**src/rtl/dat_read_ctrl.sv**
```systemverilog
// Read-transfer sequencer for the SD DAT-line block receiver: gates one receiver
// start per block on buffer space, runs the data timeout, counts blocks, and reports status.
module dat_read_ctrl #(
  parameter int BlockCountWidth = 16,
  parameter int TimeoutWidth    = 27
) (
  input  logic                       clk_i,
  input  logic                       rst_ni,
  input  logic                       sd_clk_en_i,
  input  logic                       start_i,
  input  logic                       block_count_en_i,
  input  logic [BlockCountWidth-1:0] block_count_i,
  input  logic [TimeoutWidth-1:0]    timeout_cycles_i,
  input  logic                       stop_at_gap_i,
  input  logic                       buf_ready_i,
  output logic                       rx_start_o,
  output logic                       rx_timeout_o,
  input  logic                       rx_data_valid_i,
  input  logic                       rx_done_i,
  input  logic                       rx_crc_err_i,
  input  logic                       rx_end_bit_err_i,
  output logic                       busy_o,
  output logic [BlockCountWidth-1:0] blocks_left_o,
  output logic                       block_done_o,
  output logic                       xfer_complete_o,
  output logic                       gap_stop_o,
  output logic                       timeout_err_o,
  output logic                       crc_err_o,
  output logic                       end_bit_err_o
);

  typedef enum logic [1:0] {IDLE, WAIT_BUF, RECV, FINISH} state_e;

  state_e                     state;
  logic                       count_en;
  logic                       data_seen;
  logic [TimeoutWidth-1:0]    timeout_cnt;
  logic [BlockCountWidth-1:0] left_next;
  logic                       timeout_hit;

  // The receiver strobes must act in the same cycle as the tick that qualifies them,
  // so they are decoded from the registered state rather than registered themselves.
  assign rx_start_o  = (state == WAIT_BUF) && !stop_at_gap_i && buf_ready_i && sd_clk_en_i;
  assign timeout_hit = (state == RECV) && sd_clk_en_i && !data_seen && !rx_data_valid_i &&
                       (timeout_cycles_i != '0) &&
                       ((timeout_cnt + TimeoutWidth'(1)) == timeout_cycles_i);
  assign rx_timeout_o = timeout_hit && !rx_done_i;
  assign busy_o       = (state != IDLE);
  assign left_next    = (blocks_left_o == '0) ? '0 : blocks_left_o - BlockCountWidth'(1);

  // NOTE: all state below uses non-blocking assignments so every branch reads the
  // pre-edge values (e.g. left_next is computed from the old count, not the new one).
  always_ff @(posedge clk_i or negedge rst_ni) begin
    if (!rst_ni) begin
      state           <= IDLE;
      count_en        <= 1'b0;
      data_seen       <= 1'b0;
      timeout_cnt     <= '0;
      blocks_left_o   <= '0;
      block_done_o    <= 1'b0;
      xfer_complete_o <= 1'b0;
      gap_stop_o      <= 1'b0;
      timeout_err_o   <= 1'b0;
      crc_err_o       <= 1'b0;
      end_bit_err_o   <= 1'b0;
    end else begin
      block_done_o    <= 1'b0;
      xfer_complete_o <= 1'b0;
      unique case (state)
        IDLE: begin
          if (start_i) begin
            gap_stop_o    <= 1'b0;
            timeout_err_o <= 1'b0;
            crc_err_o     <= 1'b0;
            end_bit_err_o <= 1'b0;
            count_en      <= block_count_en_i;
            blocks_left_o <= block_count_i;
            if (block_count_en_i && (block_count_i == '0)) state <= FINISH;
            else                                            state <= WAIT_BUF;
          end
        end
        WAIT_BUF: begin
          if (stop_at_gap_i) begin
            gap_stop_o <= 1'b1;
            state      <= FINISH;
          end else if (rx_start_o) begin
            timeout_cnt <= '0;
            data_seen   <= 1'b0;
            state       <= RECV;
          end
        end
        RECV: begin
          if (rx_done_i) begin
            crc_err_o     <= crc_err_o | rx_crc_err_i;
            end_bit_err_o <= end_bit_err_o | rx_end_bit_err_i;
            if (rx_crc_err_i || rx_end_bit_err_i) begin
              state <= FINISH;
            end else begin
              block_done_o <= 1'b1;
              if (count_en) blocks_left_o <= left_next;
              if (count_en && (left_next == '0)) begin
                state <= FINISH;
              end else if (stop_at_gap_i) begin
                gap_stop_o <= 1'b1;
                state      <= FINISH;
              end else begin
                state <= WAIT_BUF;
              end
            end
          end else if (timeout_hit) begin
            timeout_err_o <= 1'b1;
            state         <= FINISH;
          end else if (rx_data_valid_i) begin
            data_seen <= 1'b1;
          end else if (sd_clk_en_i && !data_seen) begin
            timeout_cnt <= timeout_cnt + TimeoutWidth'(1);
          end
        end
        FINISH: begin
          xfer_complete_o <= 1'b1;
          state           <= IDLE;
        end
        default: state <= IDLE;
      endcase
    end
  end

endmodule
```
**config.mk**
```make
export PLATFORM = sky130hd
export DESIGN_NAME = dat_read_ctrl
export DESIGN_NICKNAME = d
export VERILOG_FILES = /design/src/rtl/dat_read_ctrl.sv
export SDC_FILE = /design/constraint.sdc
export NUM_CORES = 1
export LEC_CHECK = 0
export CORE_MARGIN = 4
export CORE_UTILIZATION = 35
export CTS_CLUSTER_DIAMETER = 60
export DETAILED_ROUTE_END_ITERATION = 8
export HOLD_SLACK_MARGIN = 0.12
export PLACE_DENSITY = 0.64
export SETUP_SLACK_MARGIN = 0.2
export SYNTH_ARGS = -nofsm -noshare
export SYNTH_HDL_FRONTEND = slang
export SYNTH_SLANG_ARGS = --single-unit
```
**constraint.sdc**
```tcl
create_clock -name clk_i -period 5.4 [get_ports clk_i]
set_input_delay 1.62 -clock clk_i [delete_from_list [all_inputs] [get_ports clk_i]]
set_output_delay 1.62 -clock clk_i [all_outputs]
set_load 0.02 [all_outputs]
```
# Word level (Yosys, flattened, before mapping)
# Index checks and enable logic that the tools add are counted.
totals:
  out_inout_bits: 25
  word_cells: 114
  register_bits: 53
  in_bits: 54
classes:
  reduce_logical: 34
  muxes: 46
  bitwise: 2
  addsub: 2
  eq_ne: 19
op_table:
  columns: ["op", "n"]
  rows:
  - ["two-way mux 27 bit", 6]
  - ["two-way mux 16 bit", 5]
  - ["one-hot mux 27 bit (2 select lines)", 1]
  - ["logical NOT 16 bit", 3]
  - ["one-hot mux 16 bit (2 select lines)", 1]
  - ["adder 27 x 1 -> 27 bit (second input constant)", 1]
  - ["equality test 27 bit", 1]
  - ["nonzero test 27 bit", 1]
  - ["!= test 2 bit (second input constant)", 12]
  - ["two-way mux 1 bit", 18]
  - ["two-way mux 2 bit", 9]
  - ["subtractor 16 x 1 -> 16 bit (second input constant)", 1]
  - ["logical AND 1 bit", 12]
  - ["AND reduction 5 bit", 2]
  - ["one-hot mux 1 bit (2 select lines)", 4]
  - ["one-hot mux 2 bit (4 select lines)", 1]
  - ["AND reduction 7 bit", 1]
  - ["!= test 3 bit (second input constant)", 2]
  - ["AND reduction 3 bit", 2]
  - ["AND reduction 6 bit", 1]
  - ["nonzero test 2 bit", 3]
  - ["equality test 2 bit (second input constant)", 2]
  - ["logical NOT 1 bit", 4]
  - ["AND reduction 4 bit", 1]
  - ["other kinds (8)", 9]

# Logic depth before layout (Yosys ltp)
# Gate-level depths: netlist (run 1).
logic_depth:
  word_depth: 9
  ltp_mapped: 13
  mapped_depth_nobuf: 11

# Worst setup path after synthesis (run 1)
# Ideal clock, no wire load.
synth_timing:
  path_type: "input to output"
  from: "in rx_data_valid_i"
  to: "out rx_timeout_o"
  arrival_ns: 3.261
  t_required_ns: 3.780
  slack_ns: 0.519
  path_buffers: 0
  cell_stages: 7
  cell_sequence: "nor2_1 -> nand3_1 -> or4_1 -> a311oi_1 -> nand4_1 -> nor4_4 -> and3_1"
synth_between:
  elab_chain_len: 5
synth_rtl:
  columns: ["element", "line_no", "text"]
  rows:
  - ["start: declaration", "18", "input logic rx_data_valid_i,"]
  - ["logical NOT 1 bit", "44", "assign timeout_hit = (state == RECV) && sd_clk_en_i && !data_seen && !rx_data_valid_i &&"]
  - ["logical AND 1 bit (2 in series)", "44", null]
  - ["logical AND 1 bit", "45", "(timeout_cycles_i != '0) &&"]
  - ["logical AND 1 bit", "47", "assign rx_timeout_o = timeout_hit && !rx_done_i;"]
  - ["end: declaration", "17", "output logic rx_timeout_o,"]
# Every way passes these cells.

# Worst setup path after layout (run 1)
layout_timing:
  from: "in timeout_cycles_i[23]"
  to: "out rx_timeout_o"
layout_between:
  elab_chain_len: 4
  elab_cells_between_ends: 5
  cone_classes: "1 x eq/ne; 4 x reduce/logical"
layout_rtl:
  columns: ["element", "line_no", "text"]
  rows:
  - ["start: declaration", "13", "input logic [TimeoutWidth-1:0] timeout_cycles_i,"]
  - ["nonzero test 27 bit", "45", null]
  - ["logical AND 1 bit", "44", null]
  - ["logical AND 1 bit *", "45", null]
  - ["logical AND 1 bit *", "47", null]
# Mark *: on every way between the ends. The rest lies on a longest branch, timed or not.

==> results.cfg, run 1 <==
[status]
status = complete, no violations

[setup_path]
cp_max_fo = 2
end_kind = primary output
cp.required_ns = 3.78
setup.worst_path.class = in2out
critPathArrivalTime_ns = 3.47
start_kind = primary input
r2r_cells = 19

[sta]
min_period_over_period_pct = 94.25
min_period_ns = 5.089
fmax_mhz = 196.5
slew_viol_final = 0
setup_violations = 0
final-hold-violation-count = 0
worst_pin_slew_ns = 0.8160
maxSlewHeadroom_pct = 45.40
fin_worst_skew_ns = 0.01095
grt_setup_unrepaired = no

[yosys]
synth_top_family_by_area = simple AND/OR/NAND/NOR gates
synthArstFlopShare_pct = 100.0
synth_cell_types = 67
synth_edf_count = 0
syn-num-nets = 596
synth_compound_area_share_pct = 23.81
synth-seq-cells = 53
postSynthCellCount = 536
ys_warn_count = 0
ys_seq_area_share_pct = 30.37
yosys.area_share.simple_pct = 28.48
postSynthAreaPerCell_um2 = 8.147
syn-cell-area_um2 = 4367
ys.flop_type = dfrtp_1
synth_fa_ha_area_share_pct = 1.719
synth_mux_area_share_pct = 2.378
synth-xor-area-share_pct = 7.421

[clock_tree]
clkTransAtPathRegs_ns = 0.07
cts-root-buf = clkbuf_16
numCtsBuffers = 5
cts_buffer_depth = 2
cts_tree = built
clock_latency_ns = 0.31
h-tree-depth = 2
cts.sinks = 53

[floorplanning]
die-area_um2 = 14330
rows = 40
start_util_pct = 36.05
die_w_um = 119.7
coreArea_um2 = 12110
die-height_um = 119.7
ios = 79

[place]
port_buffers = 78
gp_congestion = 0.8331
dp.cells = 766
hpwl_um = 9662

[final_layout]
nNetsFinal = 672
layout_commonest_cell = clkdlybuf4s50_1
max_flop_register = timeout_cnt
largest_reg_flops = 27
antenna_cells = 0
final.fill_count = 1188
drive_above_1_share_pct = 11.42
syn2layout_area_growth_pct = 29.48
top_regs = timeout_cnt: 27 flops, blocks_left_o: 16 flops, state: 2 flops
final_cell_mix = 63 x clkdlybuf4s50_1, 53 x dfrtp_1, 40 x nand2_1
seq_area_um2 = 1326
final_cells = 781
multi_input_area_um2 = 2880

[power_and_ir_drop]
ir_drop_v = 0.0001267
power_density_nw_per_um2 = 391.7
power.total_mw = 2.215
p_leak_nw = 2.260

[routing]
vias_per_cell = 5.864
ant_nets = 0
drt-total-wl_um = 13500
drtIter0Drc = 491
first_pass_iters = 5
avgRoutedWirePerCell_um = 17.28
drcViolationCount = 0
vias = 4580

[hold_path]
holdCritPathClass = reg2reg
worst_hold_path.num_cells = 1

[run]
cap_violations = 0

[grt]
grt_max_degree = 54
grt_pass1_vias = 4397
grt_overflow = 0
grt_pass1_wl_um = 22000
grt_usage_pct = 18.74
antenna_found_initial = 0
grt.busiest_layer = met2
grtUsageMet3_pct = 4.006
use_met2_pct = 30.16
gr-usage-met1_pct = 24.89
[cell type report]
class / count / share of cell area (%)
inverters: 18 / 1.195
clock buffers: 6 / 2.279
flip-flops and latches: 53 / 23.46
clock inverters: 2 / 0.6860
well taps: 168 / 3.718
repair buffers: 106 / 17.73
multi-input cells: 428 / 50.94
[routing by layer]
metal	vias up	share of wire, %
met1	2193	45
met4	0	2.1
met3	21	6.0
li1	2181	-
met2	185	46
met5	-	0
[critical path, cell delays in order]
cell and delay (ns):
clkdlybuf4s50_1 0.42, buf_4 0.15, xor2_1 0.15, o41ai_1 0.42
a211oi_1 0.13, nor3_2 0.22, and3_4 0.24, buf_6 0.11
[cells in the mapped netlist (4+ instances only)]
cell / count / area (µm²)
a211o_1: 6 / 52.55
a211oi_1: 5 / 37.54
a21o_1: 10 / 75.07
a21oi_1: 35 / 175.2
a22oi_1: 12 / 90.09
a31oi_1: 19 / 118.9
a41oi_1: 4 / 35.03
and3_1: 15 / 93.84
and4_1: 7 / 61.31
buf_2: 8 / 40.04
buf_6: 4 / 45.04
clkbuf_1: 20 / 75.07
dfrtp_1: 53 / 1326
ha_1: 6 / 75.07
inv_1: 17 / 63.81
mux2i_1: 7 / 70.07
nand2_1: 40 / 150.1
nand2b_1: 6 / 37.54
nand3_1: 20 / 100.1
nand3b_1: 4 / 30.03
nand4_1: 15 / 93.84
nor2_1: 39 / 146.4
nor3_1: 24 / 120.1
nor4_1: 17 / 106.4
o211ai_1: 7 / 52.55
o21ai_0: 28 / 140.1
o221ai_1: 4 / 35.03
or3_1: 8 / 50.05
xnor2_1: 24 / 210.2
xor2_1: 13 / 113.9
[cell families (layout without fill, tap and decap cells)]
kind of cell	after synthesis	in the layout
simple gates	220	220
fa+ha+maj	6	6
flops	53	53
mux	10	10
xor+xnor	37	37
compound gates	155	155
buf+inv	55	132
[power breakdown]
group	internal (mW)	switching (mW)	total [mW]
combinational	0.479	0.648	1.13
sequential	0.512	0.192	0.704
clock	0.221	0.164	0.385
[final timing paths]
kind                                 startpoint              end  slack, ns
max                        timeout_cycles_i[23]     rx_timeout_o       0.31
min                                  gap_stop_o       gap_stop_o       0.53
max reg2reg                      timeout_cnt[0]  timeout_cnt[19]       0.75
min reg2reg                          gap_stop_o       gap_stop_o       0.53
max in group asynchronous                rst_ni  timeout_cnt[19]       3.46
min in group asynchronous                rst_ni    end_bit_err_o       1.44
[through the flow]
| stage | hold WS, ns | setup TNS, ns | setup WS [ns] | cell area (µm²) | utilization, % |
|---|---|---|---|---|---|
| 2_1_floorplan | 0.4834 | 0 | 0.5189 | 4367 | - |
| 3_3_place_gp | 0.4912 | -0.5613 | -0.5613 | 5348 | 44.15 |
| 3_5_place_dp | 0.5023 | -0.6080 | -0.6080 | 5348 | 44.15 |
| 4_1_cts | 0.5196 | 0 | 0.2017 | 5590 | 46.16 |
| 5_1_grt | 0.5471 | 0 | 0.2049 | 5654 | 46.68 |
| 6_report | 0.5258 | 0 | 0.3107 | 5654 | 46.68 |
[what timing repair did]
item | CTS | global route
pin swaps | 13 | 11
gates resized for setup | 21 | 17
hold buffers | 0 | 0
buffers inserted | 7 | 0
gates cloned | 0 | 0
endpoints found under the setup margin | 1 | 9
Note: power is estimated with default switching activity, not from simulation.
==> run 2, diff against run 1 <==
- CORE_UTILIZATION: 35 -> 54
- PLACE_DENSITY: 0.64 -> 0.89
==> results.cfg, run 2 (synthesis results as in run 1) <==
[status]
status = complete, no violations

[final_layout]
syn2layout_area_growth_pct = 24.24
antenna_cells = 0
drive_above_1_share_pct = 11.00
largest_reg_flops = 27
nNetsFinal = 668
max_flop_register = timeout_cnt
final_cell_mix = 64 x clkdlybuf4s50_1, 53 x dfrtp_1, 40 x nand2_1
layout_commonest_cell = clkdlybuf4s50_1
post-route-util_pct = 69.49
top_regs = timeout_cnt: 27 flops, blocks_left_o: 16 flops, state: 2 flops

[setup_path]
crit_slowest_cell = or4_4
cp.required_ns = 3.78
setup.worst_path.class = in2out
critPathArrivalTime_ns = 3.52
cp_max_fo = 2
path_cells = buf_6 -> nor2_4 -> nand3_2 -> or4_4 -> a311oi_2 -> nand4_1 -> nor4_4 -> and3_4 -> buf_6
start_kind = primary input
slowest_delay_ns = 0.55
end_kind = primary output
path_common_cell = buf_6

[grt]
grt_pass1_wl_um = 21290
use_met2_pct = 45.60
antenna_found_initial = 0
grt_pass1_vias = 4535
grt_overflow = 0
grt.busiest_layer = met2
gr-usage-met1_pct = 33.62
grt_max_degree = 54
grt_usage_pct = 26.28
grtUsageMet3_pct = 3.500

[routing]
vias_per_cell = 6.641
first_pass_iters = 7
avgRoutedWirePerCell_um = 18.15
ant_nets = 0
drtIter0Drc = 365
drt-total-wl_um = 12900
vias = 4722
drcViolationCount = 0

[power_and_ir_drop]
power.total_mw = 2.062
power_density_nw_per_um2 = 380.0
ir_drop_v = 0.0001959
p_leak_nw = 2.149

[clock_tree]
h-tree-depth = 2
numCtsBuffers = 5
clock_latency_ns = 0.31
cts.sinks = 53
cts-root-buf = clkbuf_8
cts_tree = built
clkTransAtPathRegs_ns = 0.10
cts_buffer_depth = 2

[sta]
min_period_ns = 5.141
min_period_over_period_pct = 95.20
grt_setup_unrepaired = yes
maxSlewHeadroom_pct = 47.44
totalNegativeSetupSlack_ns = 0
setup_violations = 0
setup_ws_ns = 0.2594
fin_hold_ws_ns = 0.5097
final-hold-violation-count = 0
slew_viol_final = 0
fin_worst_skew_ns = 0.003208
fmax_mhz = 194.5
worst_pin_slew_ns = 0.7884

[floorplanning]
start_util_pct = 55.93
rows = 32
coreArea_um2 = 7807
ios = 79
die-height_um = 97.93
die_w_um = 97.93
die-area_um2 = 9589

[run]
cap_violations = 0

[place]
pre_cts_ws_ns = -0.6858
port_buffers = 78
gp_congestion = 0.9638
hpwl_um = 9364

[hold_path]
holdCritPathClass = reg2reg
## run 2: cell count changes in the layout (fill, tap and decap cells not counted), sizes merged
cell | before | now
buf | 31 | 28
bufinv | 1 | 0
clkinvlp | 0 | 2
dlymetal6s2s | 7 | 2
clkdlybuf4s50 | 63 | 64
clkbuf | 7 | 9
clkinv | 2 | 1
dlygate4sd2 | 4 | 5
## run 2: critical path, delay by kind of cell
kind	cells	cell delay (ns)
AND/OR/NAND/NOR	6	1.49
buffers and inverters	2	0.21
AO/OA/AOI/OAI	1	0.20
## run 2: through the flow
stage          area [µm²]  std cells
2_1_floorplan        4367        536
3_3_place_gp         5258        700
3_5_place_dp         5258        700
4_1_cts              5393        710
5_1_grt              5425        711
6_report             5425        711
## run 2: path summary, 6_finish.rpt
kind,startpoint,end,slack (ns),depth (start not counted)
max reg2reg,timeout_cnt[0],timeout_cnt[12],1.47,13
max,rx_data_valid_i,rx_timeout_o,0.26,9
min reg2reg,gap_stop_o,gap_stop_o,0.51,1
min in group asynchronous,rst_ni,crc_err_o,1.43,2
min,gap_stop_o,gap_stop_o,0.51,1
max in group asynchronous,rst_ni,timeout_cnt[12],3.52,2
## run 2: cell type report
class,instances,area (µm²)
Inverter,18,67.56
Clock buffer,6,72.57
Tap cell,102,127.6
Fill cell,621,2382
Timing Repair Buffer,102,959.7
Clock inverter,2,15.01
Sequential cell,53,1326
Multi-Input combinational cell,428,2856
## run 2: timing repair
item                       4_1_cts  5_1_grt
pin swaps                       15       12
setup buffers                    2        1
gates resized for setup         31       16
hold buffers                     0        0
setup endpoints to repair        1        1
## run 2: report_power, final
part / internal [mW] / switching [mW]
Clock: 0.0918 / 0.138
Combinational: 0.478 / 0.650
Sequential: 0.512 / 0.191
Total: 1.08 / 0.980
## run 2: per-layer routing
layer / wire length (µm) / up-vias / share of wire, %
li1: - / 2163 / -
met1: 5049 / 2271 / 39
met2: 6391 / 250 / 50
met3: 1060 / 38 / 8.2
met4: 401 / 0 / 3.1
met5: 0 / - / 0
==> run 3, diff against run 2 <==
- HOLD_SLACK_MARGIN: 0.12 -> 0.05
==> results of run 3 <==
The final DEF is identical to that of run 2; final timing and power are the same.
==> RTL change, RTL diff (flow settings as in run 2) <==
Put one more register stage on the output `crc_err_o`, cleared by the reset. The value now appears one clock later. The other outputs are not delayed to match.
--- a/src/rtl/dat_read_ctrl.sv
+++ b/src/rtl/dat_read_ctrl.sv
@@ -31,6 +31,8 @@
 
   typedef enum logic [1:0] {IDLE, WAIT_BUF, RECV, FINISH} state_e;
 
+  logic crc_err_s0;
+
   state_e                     state;
   logic                       count_en;
   logic                       data_seen;
@@ -61,7 +63,7 @@
       xfer_complete_o <= 1'b0;
       gap_stop_o      <= 1'b0;
       timeout_err_o   <= 1'b0;
-      crc_err_o       <= 1'b0;
+      crc_err_s0      <= 1'b0;
       end_bit_err_o   <= 1'b0;
     end else begin
       block_done_o    <= 1'b0;
@@ -71,7 +73,7 @@
           if (start_i) begin
             gap_stop_o    <= 1'b0;
             timeout_err_o <= 1'b0;
-            crc_err_o     <= 1'b0;
+            crc_err_s0    <= 1'b0;
             end_bit_err_o <= 1'b0;
             count_en      <= block_count_en_i;
             blocks_left_o <= block_count_i;
@@ -91,7 +93,7 @@
         end
         RECV: begin
           if (rx_done_i) begin
-            crc_err_o     <= crc_err_o | rx_crc_err_i;
+            crc_err_s0    <= crc_err_s0 | rx_crc_err_i;
             end_bit_err_o <= end_bit_err_o | rx_end_bit_err_i;
             if (rx_crc_err_i || rx_end_bit_err_i) begin
               state <= FINISH;
@@ -125,4 +127,12 @@
     end
   end
 
+  always_ff @(posedge clk_i or negedge rst_ni) begin
+    if (!rst_ni) begin
+      crc_err_o <= '0;
+    end else begin
+      crc_err_o <= crc_err_s0;
+    end
+  end
+
 endmodule
Function: changed (Yosys sat finds a counterexample within 4 cycles, from zero or initial values and one cycle with rst_ni low).
==> RTL change against run 2 <==
  * Worst setup slack better by 0.0029 ns
  * Via count is 0.53% higher
  * Power is 3.3% higher
  * Sequential share of layout area is 0.18 points higher
  * Sequential power is 2% higher
  * Routed wire length is 2.7% higher
  * Final cell count is 0.14% higher
  * Synthesized area is 0.57% higher
  * Utilization is 0.80 points higher
  * Cell area is 1.2% higher
  * Sequential cell count is 1 higher
  * Largest cell class unchanged
  * Largest power group unchanged
==> RTL change: results (changes against run 2) <==
synth_compound_area_share_pct: 23.7  # -0.14 points
synth_warnings: 0  # unchanged
drt_iter0_drc: 450  # +23%
use_met1_pct: 32.2  # -1.4 points
clock_area_share_pct: 2.01  # +0.39 points
synth_nets: 597  # +0.17%
leakagePower_nw: 2.21  # +2.7%
met2_usage_pct: 46.8  # +1.2 points
routed-via-count: 4747  # +0.53%
tightest_slew_ns: 0.830  # +0.0417 ns
grt_use_total_pct: 26.3  # +0.040 points
multi_input_area_mm2: 0.00287  # +0.61%
clkTransAtPathRegs_ns: 0.10  # about the same
pre_cts_slack_ns: -0.600  # +0.0859 ns
ir_worst_vdd_mv: 0.174  # -11%
dp_hpwl_um: 9300  # -0.67%
bufAreaShareNonClock_pct: 17.4  # -0.25 points
gp_congestion: 0.944  # -2.1%
synth_fa_ha_area_share_pct: 1.71  # -0.0098 points
fillCellCount: 594  # -4.3%
synth_area_leaders: "dfrtp_1, xnor2_1, a21oi_1"
multi_input_area_share_pct: 52.4  # -0.28 points
finClkSkew_ns: 0.0101  # +0.00692 ns
dr_wl_met3_um: 1140  # +7.8%
wl_per_cell_um: 18.6  # +2.5%
dr_wl_met2_um: 6540  # +2.3%
synth_xor_area_share_pct: 7.38  # -0.042 points
wirelength_met1_um: 5150  # +2.0%
yosys-top-cells-count: "dfrtp_1, nand2_1, nor2_1"
synthArstFlopShare_pct: 100  # unchanged
fin_nets: 669  # +0.15%
status: "finished, final reports clean"
yosysSeqAreaShare_pct: 30.8  # +0.40 points
viasPerCell: 6.67  # +0.39%
drive_above_1_share_pct: 11.6  # +0.64 points
hold_start: "crc_err_s0"
grt_pass1_wl_um: 21400  # +0.65%
RTL change: final timing paths:
path                              endpoint  slack [ns]  cells past startpoint
hold / removal                   crc_err_o        0.42                      0
min in group asynchronous        crc_err_o        1.42                      2
max in group asynchronous  timeout_cnt[23]        3.48                      2
setup / recovery              rx_timeout_o        0.26                      9
hold reg to reg                  crc_err_o        0.42                      0
setup reg to reg           timeout_cnt[20]        1.47                     12
RTL change: timing repair:
item	in CTS	in global routing
pin swaps	15	7
gates cloned	0	0
endpoints found under the setup margin	1	1
hold buffers	0	0
gates resized for setup	28	22
buffers inserted	2	2
RTL change: power breakdown:
part | switching [W] | internal, W | total [W]
registers | 0.000194 | 0.000520 | 0.000714
clock network | 0.000143 | 0.000139 | 0.000282
logic | 0.000655 | 0.000480 | 0.00113
RTL change: worst max-delay path: stages:
cell,delay (ns)
buf_6,0.10
nor2_2,0.12
nand3_2,0.08
or4_4,0.54
a311oi_2,0.20
nand4_1,0.17
nor4_4,0.34
and3_4,0.23
buf_6,0.11
